`config.mk`:
```
export PLATFORM = sky130hd
export DESIGN_NAME = pc_fetch
export DESIGN_NICKNAME = d
export VERILOG_FILES = /design/src/rtl/pc_fetch.sv
export SDC_FILE = /design/constraint.sdc
export NUM_CORES = 1
export LEC_CHECK = 0
export ABC_AREA = 1
export CAP_MARGIN = 20
export CORE_ASPECT_RATIO = 0.7
export CORE_MARGIN = 5
export CORE_UTILIZATION = 49
export DETAILED_ROUTE_END_ITERATION = 10
export PLACE_DENSITY = 0.82
export SYNTH_ARGS = -nofsm -noshare
export SYNTH_HDL_FRONTEND = slang
export SYNTH_SLANG_ARGS = --single-unit
```
`constraint.sdc`:
```
create_clock -name clk -period 3.31 [get_ports clk]
set_clock_uncertainty 0.2 [all_clocks]
set_input_delay 0.662 -clock clk [delete_from_list [all_inputs] [get_ports clk]]
set_output_delay 0.662 -clock clk [all_outputs]
set_load 0.02 [all_outputs]
```
`src/rtl/pc_fetch.sv`:
```
// pc_fetch: IF-stage fetch unit. Owns the fetch PC, issues word-aligned
// requests over a req/gnt/rvalid handshake, buffers returned instructions
// with their PC for ID, and discards in-flight responses made stale by a
// redirect from ID.
// Build option: define PC_FETCH_BUF2_EN for a two-entry buffer (two
// outstanding requests, one instruction per cycle with 1-cycle memory);
// otherwise a single-entry buffer is used.
//
// state | meaning
// BOOT  | first cycle after reset release, no request issued
// RUN   | normal fetching
module pc_fetch #(
    parameter logic [29:0] RESET_PC = 30'h00000C00
) (
    input  logic        clk,
    input  logic        rst,
    input  logic        redirect,
    input  logic [29:0] redirect_pc,
    input  logic        id_ready,
    output logic        if_valid,
    output logic [29:0] if_pc,
    output logic [31:0] if_instr,
    output logic        imem_req,
    output logic [29:0] imem_addr,
    input  logic        imem_gnt,
    input  logic        imem_rvalid,
    input  logic [31:0] imem_rdata
);

`ifdef PC_FETCH_BUF2_EN
    localparam int DEPTH = 2;
`else
    localparam int DEPTH = 1;
`endif
    localparam int          CW      = $clog2(DEPTH + 1);
    localparam logic [CW:0] DEPTH_W = (CW + 1)'(DEPTH);

    localparam logic [0:0] BOOT = 1'b0;
    localparam logic [0:0] RUN  = 1'b1;

    logic [0:0]    state;
    logic [29:0]   fetch_pc;
    logic [29:0]   head_pc;
    logic [31:0]   ibuf [DEPTH];
    logic          rd_ptr;
    logic          wr_ptr;
    logic [CW-1:0] occ;
    logic [CW-1:0] outstanding;
    logic [CW-1:0] outstanding_nxt;
    logic [CW-1:0] discard;
    logic [CW:0]   used;
    logic          pop;
    logic          push;
    logic          drop;
    logic          accepted;

    function automatic logic ptr_inc(input logic p);
        return (DEPTH > 1) ? ~p : 1'b0;
    endfunction

    // Request credit counts the slot freed by a same-cycle pop so a
    // two-entry buffer sustains full rate; a redirect withdraws the request.
    always_comb begin
        pop             = (occ != '0) && id_ready;
        used            = {1'b0, outstanding} + {1'b0, occ} - {{CW{1'b0}}, pop};
        imem_req        = (state == RUN) && !redirect && (used < DEPTH_W);
        imem_addr       = fetch_pc;
        accepted        = imem_req && imem_gnt;
        drop            = imem_rvalid && (discard != '0);
        push            = imem_rvalid && !drop && !redirect;
        outstanding_nxt = outstanding + CW'(accepted) - CW'(imem_rvalid);
        if_valid        = (occ != '0);
        if_pc           = head_pc;
        if_instr        = if_valid ? ibuf[rd_ptr] : 32'h0;
    end

    // BOOT lasts exactly one cycle after reset release.
    always_ff @(posedge clk or posedge rst) begin
        if (rst) begin
            state <= BOOT;
        end else begin
            state <= RUN;
        end
    end

    // Fetch and head PCs; a redirect (also during BOOT) overrides both.
    always_ff @(posedge clk or posedge rst) begin
        if (rst) begin
            fetch_pc <= RESET_PC;
            head_pc  <= RESET_PC;
        end else if (redirect) begin
            fetch_pc <= redirect_pc;
            head_pc  <= redirect_pc;
        end else begin
            if (accepted) begin
                fetch_pc <= fetch_pc + 30'd1;
            end
            if (pop) begin
                head_pc <= head_pc + 30'd1;
            end
        end
    end

    // Every request still in flight at a redirect is stale, so the discard
    // count becomes the post-cycle outstanding count.
    always_ff @(posedge clk or posedge rst) begin
        if (rst) begin
            outstanding <= '0;
            discard     <= '0;
        end else begin
            outstanding <= outstanding_nxt;
            if (redirect) begin
                discard <= outstanding_nxt;
            end else if (drop) begin
                discard <= discard - CW'(1);
            end
        end
    end

    // Buffer pointers and occupancy; a redirect flushes after any pop.
    always_ff @(posedge clk or posedge rst) begin
        if (rst) begin
            occ    <= '0;
            rd_ptr <= 1'b0;
            wr_ptr <= 1'b0;
        end else if (redirect) begin
            occ    <= '0;
            rd_ptr <= 1'b0;
            wr_ptr <= 1'b0;
        end else begin
            if (push) begin
                wr_ptr <= ptr_inc(wr_ptr);
            end
            if (pop) begin
                rd_ptr <= ptr_inc(rd_ptr);
            end
            occ <= occ + CW'(push) - CW'(pop);
        end
    end

    // Instruction storage; registered so rdata never reaches if_instr
    // combinationally.
    always_ff @(posedge clk) begin
        if (push) begin
            ibuf[wr_ptr] <= imem_rdata;
        end
    end

endmodule

```
**Yosys cells after proc, flatten, opt, wreduce, memory -nomap -nowiden**

Memories as Yosys holds them, arrays and structs flattened.
Cells that the tools add are included.

- Input port bits: 68
- Output and inout bits: 94
- Logic and storage cells: 39
- RAM bits: 32
- Register bits: 64
- Memories kept: 1

- Order comparisons: 1
- Reduce and logical (&&, ||, !) cells: 12
- $add $sub $neg: 9
- Muxes and demuxes: 10

Memory list:

| memory | depth | bits a word | rd ports | clocked after Yosys merged registers in | wr ports | line | source |
|---|---|---|---|---|---|---|---|
| ibuf | 1 | 32 | 1 | 0 | 1 | 44 | `logic [31:0] ibuf [DEPTH];` |

Operators with widths:

| kind | count |
|---|---|
| $mux W30 | 4 |
| $add A30 B1 Y30 const B | 2 |
| $mux W32 | 1 |
| $logic_and A1 B1 Y1 | 7 |
| $reduce_bool A2 Y1 | 3 |
| $mux W1 | 5 |
| $add A1 B1 Y1 | 2 |
| $add A1 B1 Y2 | 1 |
| $logic_not A1 Y1 | 2 |
| $lt A2 B1 Y1 const B | 1 |
| $sub A1 B1 Y1 | 2 |
| $sub A2 B1 Y2 | 1 |
| $sub A1 B1 Y1 const B | 1 |

**Depth between registers and ports, before layout**

- Word-level depth: 8
- Mapped depth: 14
- Gate-level depth less buffers: 12

**Worst setup path after synthesis**

No wires, ideal clock.

- Path kind: in2reg
- Start point: input port redirect
- End point: register occ, in the netlist if_valid
- Required time: 2,978 ps
- Path buffers: 1
- Arrival: 2,613 ps
- Setup slack: 365 ps
- Stages: 5
- Setup time: 132 ps
- Cell sequence: buf_2 -> nor3_2 -> xor2_1 -> xor2_1 -> nor2_1

- Longest elaborated chain between the ends: 5

RTL lines:

| element | line | source |
|---|---|---|
| from (decl) | 17 | `input logic redirect,` |
| $logic_not A1 Y1 | 70 | `push = imem_rvalid && !drop && !redirect;` |
| $logic_and A1 B1 Y1 | 70 |  |
| via push | 53 | `logic push;` |
| $add A1 B1 Y1 | 137 | `occ <= occ + CW'(push) - CW'(pop);` |
| $sub A1 B1 Y1 | 137 |  |
| $mux W1 | 126 | `end else if (redirect) begin` |
| to (signal assigned) | 137 |  |
| to (decl) | 47 | `logic [CW-1:0] occ;` |

The timed path passes the listed nets, and every way through them passes these cells.
A chain may end at the register's enable or synchronous reset.

**Final worst setup path**

- Start point: input port id_ready
- End point: output port imem_req

- Longest elaborated chain between the ends: 4

RTL lines:

| element | line | source |
|---|---|---|
| from (decl) | 19 | `input logic id_ready,` |
| $logic_and A1 B1 Y1 | 64 | `pop = (occ != '0) && id_ready;` |
| $sub A2 B1 Y2 | 65 | `used = {1'b0, outstanding} + {1'b0, occ} - {{CW{1'b0}}, pop};` |
| $lt A2 B1 Y1 | 66 | `imem_req = (state == RUN) && !redirect && (used < DEPTH_W);` |
| $logic_and A1 B1 Y1 | 66 |  |
| to (decl) | 23 | `output logic imem_req,` |

Every way passes these cells.

==> metrics.md <==
| Metric | Value |
|---|---|
| Leakage power | `3.62 nW` |
| Yosys warnings | `0` |
| VDD IR max | `344 uV` |
| Fill cells | `893` |
| Crit start category | `input pin` |
| GRT overflow | `0` |
| Xor/xnor cell area share of the yosys netlist | `3.39%` |
| Synth Area in Adders | `0.880%` |
| RSZ-0062 raised after global routing | `false` |
| Syn Area/Cell | `7.27 um^2` |
| HP Class | `flip-flop to flip-flop` |
| Hold wc startpoint | `imem_addr[10]$_DFFE_PP1P_` |
| Fraction of layout cells with a size suffix above 1 | `6.72%` |
| Global-route wire length before repair | `28400 um` |
| TritonCTS Buffers | `9` |
| GRT Total Usage | `25.7%` |
| Crit path largest cell delay | `0.41 ns` |
| Number of synthesized flops with an enable pin | `32` |
| Antenna Diode Count | `0` |
| Met2 GRT Util | `39.5%` |
| Number of vias per cell | `5.27` |
| Vias in the first global route | `5387` |
| Final Setup Violations | `0` |
| Worst-path cell chain | `clkdlybuf4s50_1 -> nand2_2 -> inv_2 -> ha_1 -> inv_1 -> ha_1 -> nor3_2 -> clkdlybuf4s15_1` |
| Insertion delay to the later sink of the worst-skew pair | `0.35 ns` |
| Slew headroom | `49.4%` |
| Least-Margin Pin Slew | `0.759 ns` |
| Simple-Gate Fraction of Synth Area | `37.0%` |
| CTS H-tree depth | `3` |
| Largest area contributor in the netlist | `dfrtp_1` |
| Initial core utilization | `50.9%` |
| Drt drc | `0` |
| Synth Area in Compound Gates | `4.29%` |
| Non-Filler Instances | `1105` |
| Post-Route WL | `17900 um` |
| CTS tree | `done` |
| Final min period | `3.20 ns` |
| Max-slew violations | `0` |
| Maximum buffer depth of the clock tree | `2` |
| CTS clk-pin slew, worst paths | `0.07 ns` |
| CP max stage cell | `clkdlybuf4s50_1` |
| Syn_nets | `854` |
| Synthesized area | `5690 um^2` |
| Fin. Hold Viols | `0` |
| Crit Path Category | `input pin to primary output` |
| Largest family of logic cells by synthesized area | `simple AND/OR/NAND/NOR gates` |
| Rows | `32` |
| Status | `completed` |
| Seq/Total Area, Yosys | `45.1%` |
| Worst setup startpoint | `id_ready` |
| Met1 GRT Util | `36.7%` |
| Core ar. | `11200 um^2` |
| DP Cell Count | `1089` |
| Most heavily used metal layer in global routing | `met2` |
| Clock sinks | `96` |
| CP arrival | `2.34 ns` |
| Die Y | `100 um` |
| Overall Power | `0.00429 W` |
| Wire per inst | `16.2 um` |
| Synth top area share | `26.4%` |
| Initial DRC Count | `695` |
| Cell mode on critical path | `ha_1` |
| Port-buffer cells | `161` |
| Area Overhead vs Synth | `37.6%` |
| Main synth FF type | `dfrtp_1` |
| Mux share of post-synthesis cell area | `0%` |
| Setup TNS | `0 ns` |
| Power Dens Cells | `548 nW/um^2` |
| Period utilization | `96.7%` |
| Largest net degree at the start of global routing | `39` |
| WP data required | `2.45 ns` |
| Die X | `139 um` |
| Peak Freq | `312 MHz` |
| DR pass1 iterations | `8` |
| Via count | `5823` |
| Post-synth ARST share | `66.7%` |
| M3 GR Usage | `5.24%` |
| Setup Buffers After CTS | `0` |
| Initial antenna violation count | `0` |
| Synth area leaders | `dfrtp_1 (26%), nand2_1 (20%), edfxtp_1 (17%)` |
| Distinct cells, synth | `36` |
| # nets final | `1019` |
| Post-Synthesis Cells | `782` |
| R2R Path Start | `if_valid$_DFF_PP0_` |
| Total die area | `13900 um^2` |
| Hold_buf cts | `0` |
| Endpoint class of the critical path | `primary output` |
| CTS Root Cell | `clkbuf_16` |
| MaxCap Viol Count | `0` |
| Final ANT Viol Nets | `0` |
| Post-synthesis register bit count | `96` |
| Max Fanout on Critical Path | `2` |
| Post-detail-place hpwl | `13800 um` |
| Num ports | `162` |
| Routability cong. | `0.994` |
critical path: cells and delay by family:
kind / cells / cell delay (ns)
and+or+nand+nor: 2 / 0.29
buffers and inverters: 4 / 0.84
adders and majority gates: 2 / 0.55
power breakdown:
group | total, W | switching, W | internal (W)
clock | 0.00108 | 0.000485 | 0.000593
combinational | 0.00154 | 0.000865 | 0.000675
sequential | 0.00167 | 0.000246 | 0.00142
total | 0.00429 | 0.00160 | 0.00269
state kept, by name, indices dropped and copies added (netlist names):
| name | cells |
|---|---|
| ibuf | 32 |
| if_pc | 30 |
| imem_addr | 30 |
| discard | 1 |
| if_valid | 1 |
| outstanding | 1 |
| state | 1 |
through the flow:
step	area [um^2]	worst slack [ns]	util, %	hold slack [ns]
5_1_grt	7830	0.00612	70.1	0.360
2_1_floorplan	5690	0.365	-	0.299
6_report	7830	0.108	70.1	0.324
3_3_place_gp	7520	-0.190	67.3	0.313
3_5_place_dp	7520	-0.204	67.3	0.315
4_1_cts	7830	0.0795	70.1	0.324
placed cells by master (no fill, tap or decap), drive strengths merged, types with 5 or more instances in the layout:
cell type,instances
nand2,301
clkdlybuf4s50,160
inv,115
nand3,81
nor2,74
dfrtp,60
edfxtp,32
o21ai,16
xor2,15
buf,12
nor3,11
clkbuf,9
a21oi,8
nand4,8
xnor2,7
nand3b,7
o211ai,6
o21bai,5
cells in the mapped netlist, types with 2 or more instances:
library cell and instances:
o211ai_1 6, nand3b_1 7, clkbuf_1 3, nor2_2 10
buf_6 2, xor2_1 15, inv_2 5, ha_1 4
nand4_1 8, nor2_4 5, o21bai_1 5, and2_1 2
a21oi_1 8, xnor2_1 7, nor3_2 2, buf_1 2
o21ai_1 2, o21ai_0 14, nand2_1 296, buf_2 12
nand3_2 2, edfxtp_1 32, dfstp_2 4, nor2_1 59
nand3_1 78, nor3_1 9, nand2_2 5, inv_1 108
dfrtp_1 60, a31oi_1 4
timing repair:
| action | in CTS | in global routing |
|---|---|---|
| resized for setup | 1 | 1 |
| pin swaps | 0 | 0 |
| endpoints found under the setup margin | 1 | 1 |
| hold endpoints to repair | 0 | 0 |
final cells by class:
cell class,instances,area [um^2],area share [%]
repair buffers,173,1740,22.2
clock inverters,7,78.8,1.01
inverters,113,424,5.42
well taps,153,191,2.45
multi-input cells,554,2600,33.2
clock buffers,9,225,2.88
flip-flops and latches,96,2570,32.8
cell families (layout without fill, tap and decap cells):
family / count (synthesis) / after routing
simple gates: 486 / 486
buf+inv: 132 / 302
flops: 96 / 96
compound gates: 41 / 41
xor+xnor: 22 / 22
fa+ha+maj: 4 / 4
other cells: 1 / 1
path summary, 6_finish.rpt:
kind,end,slack (ns),cells past startpoint
worst max-delay path,imem_req,0.11,8
worst min-delay path,imem_addr[10]$_DFFE_PP1P_,0.32,2
worst max register to register,imem_addr[18]$_DFFE_PP0P_,1.00,11
worst min register to register,imem_addr[10]$_DFFE_PP1P_,0.32,2
max in group asynchronous,imem_addr[11]$_DFFE_PP1P_,1.69,3
min in group asynchronous,imem_addr[1]$_DFFE_PP0P_,0.57,2
layer usage:
metal / up-vias / wire (um)
met5: - / 0
met3: 39 / 1610
met2: 288 / 8060
met1: 2716 / 7720
met4: 0 / 488
li1: 2780 / -
(Power assumes the default switching activity.)
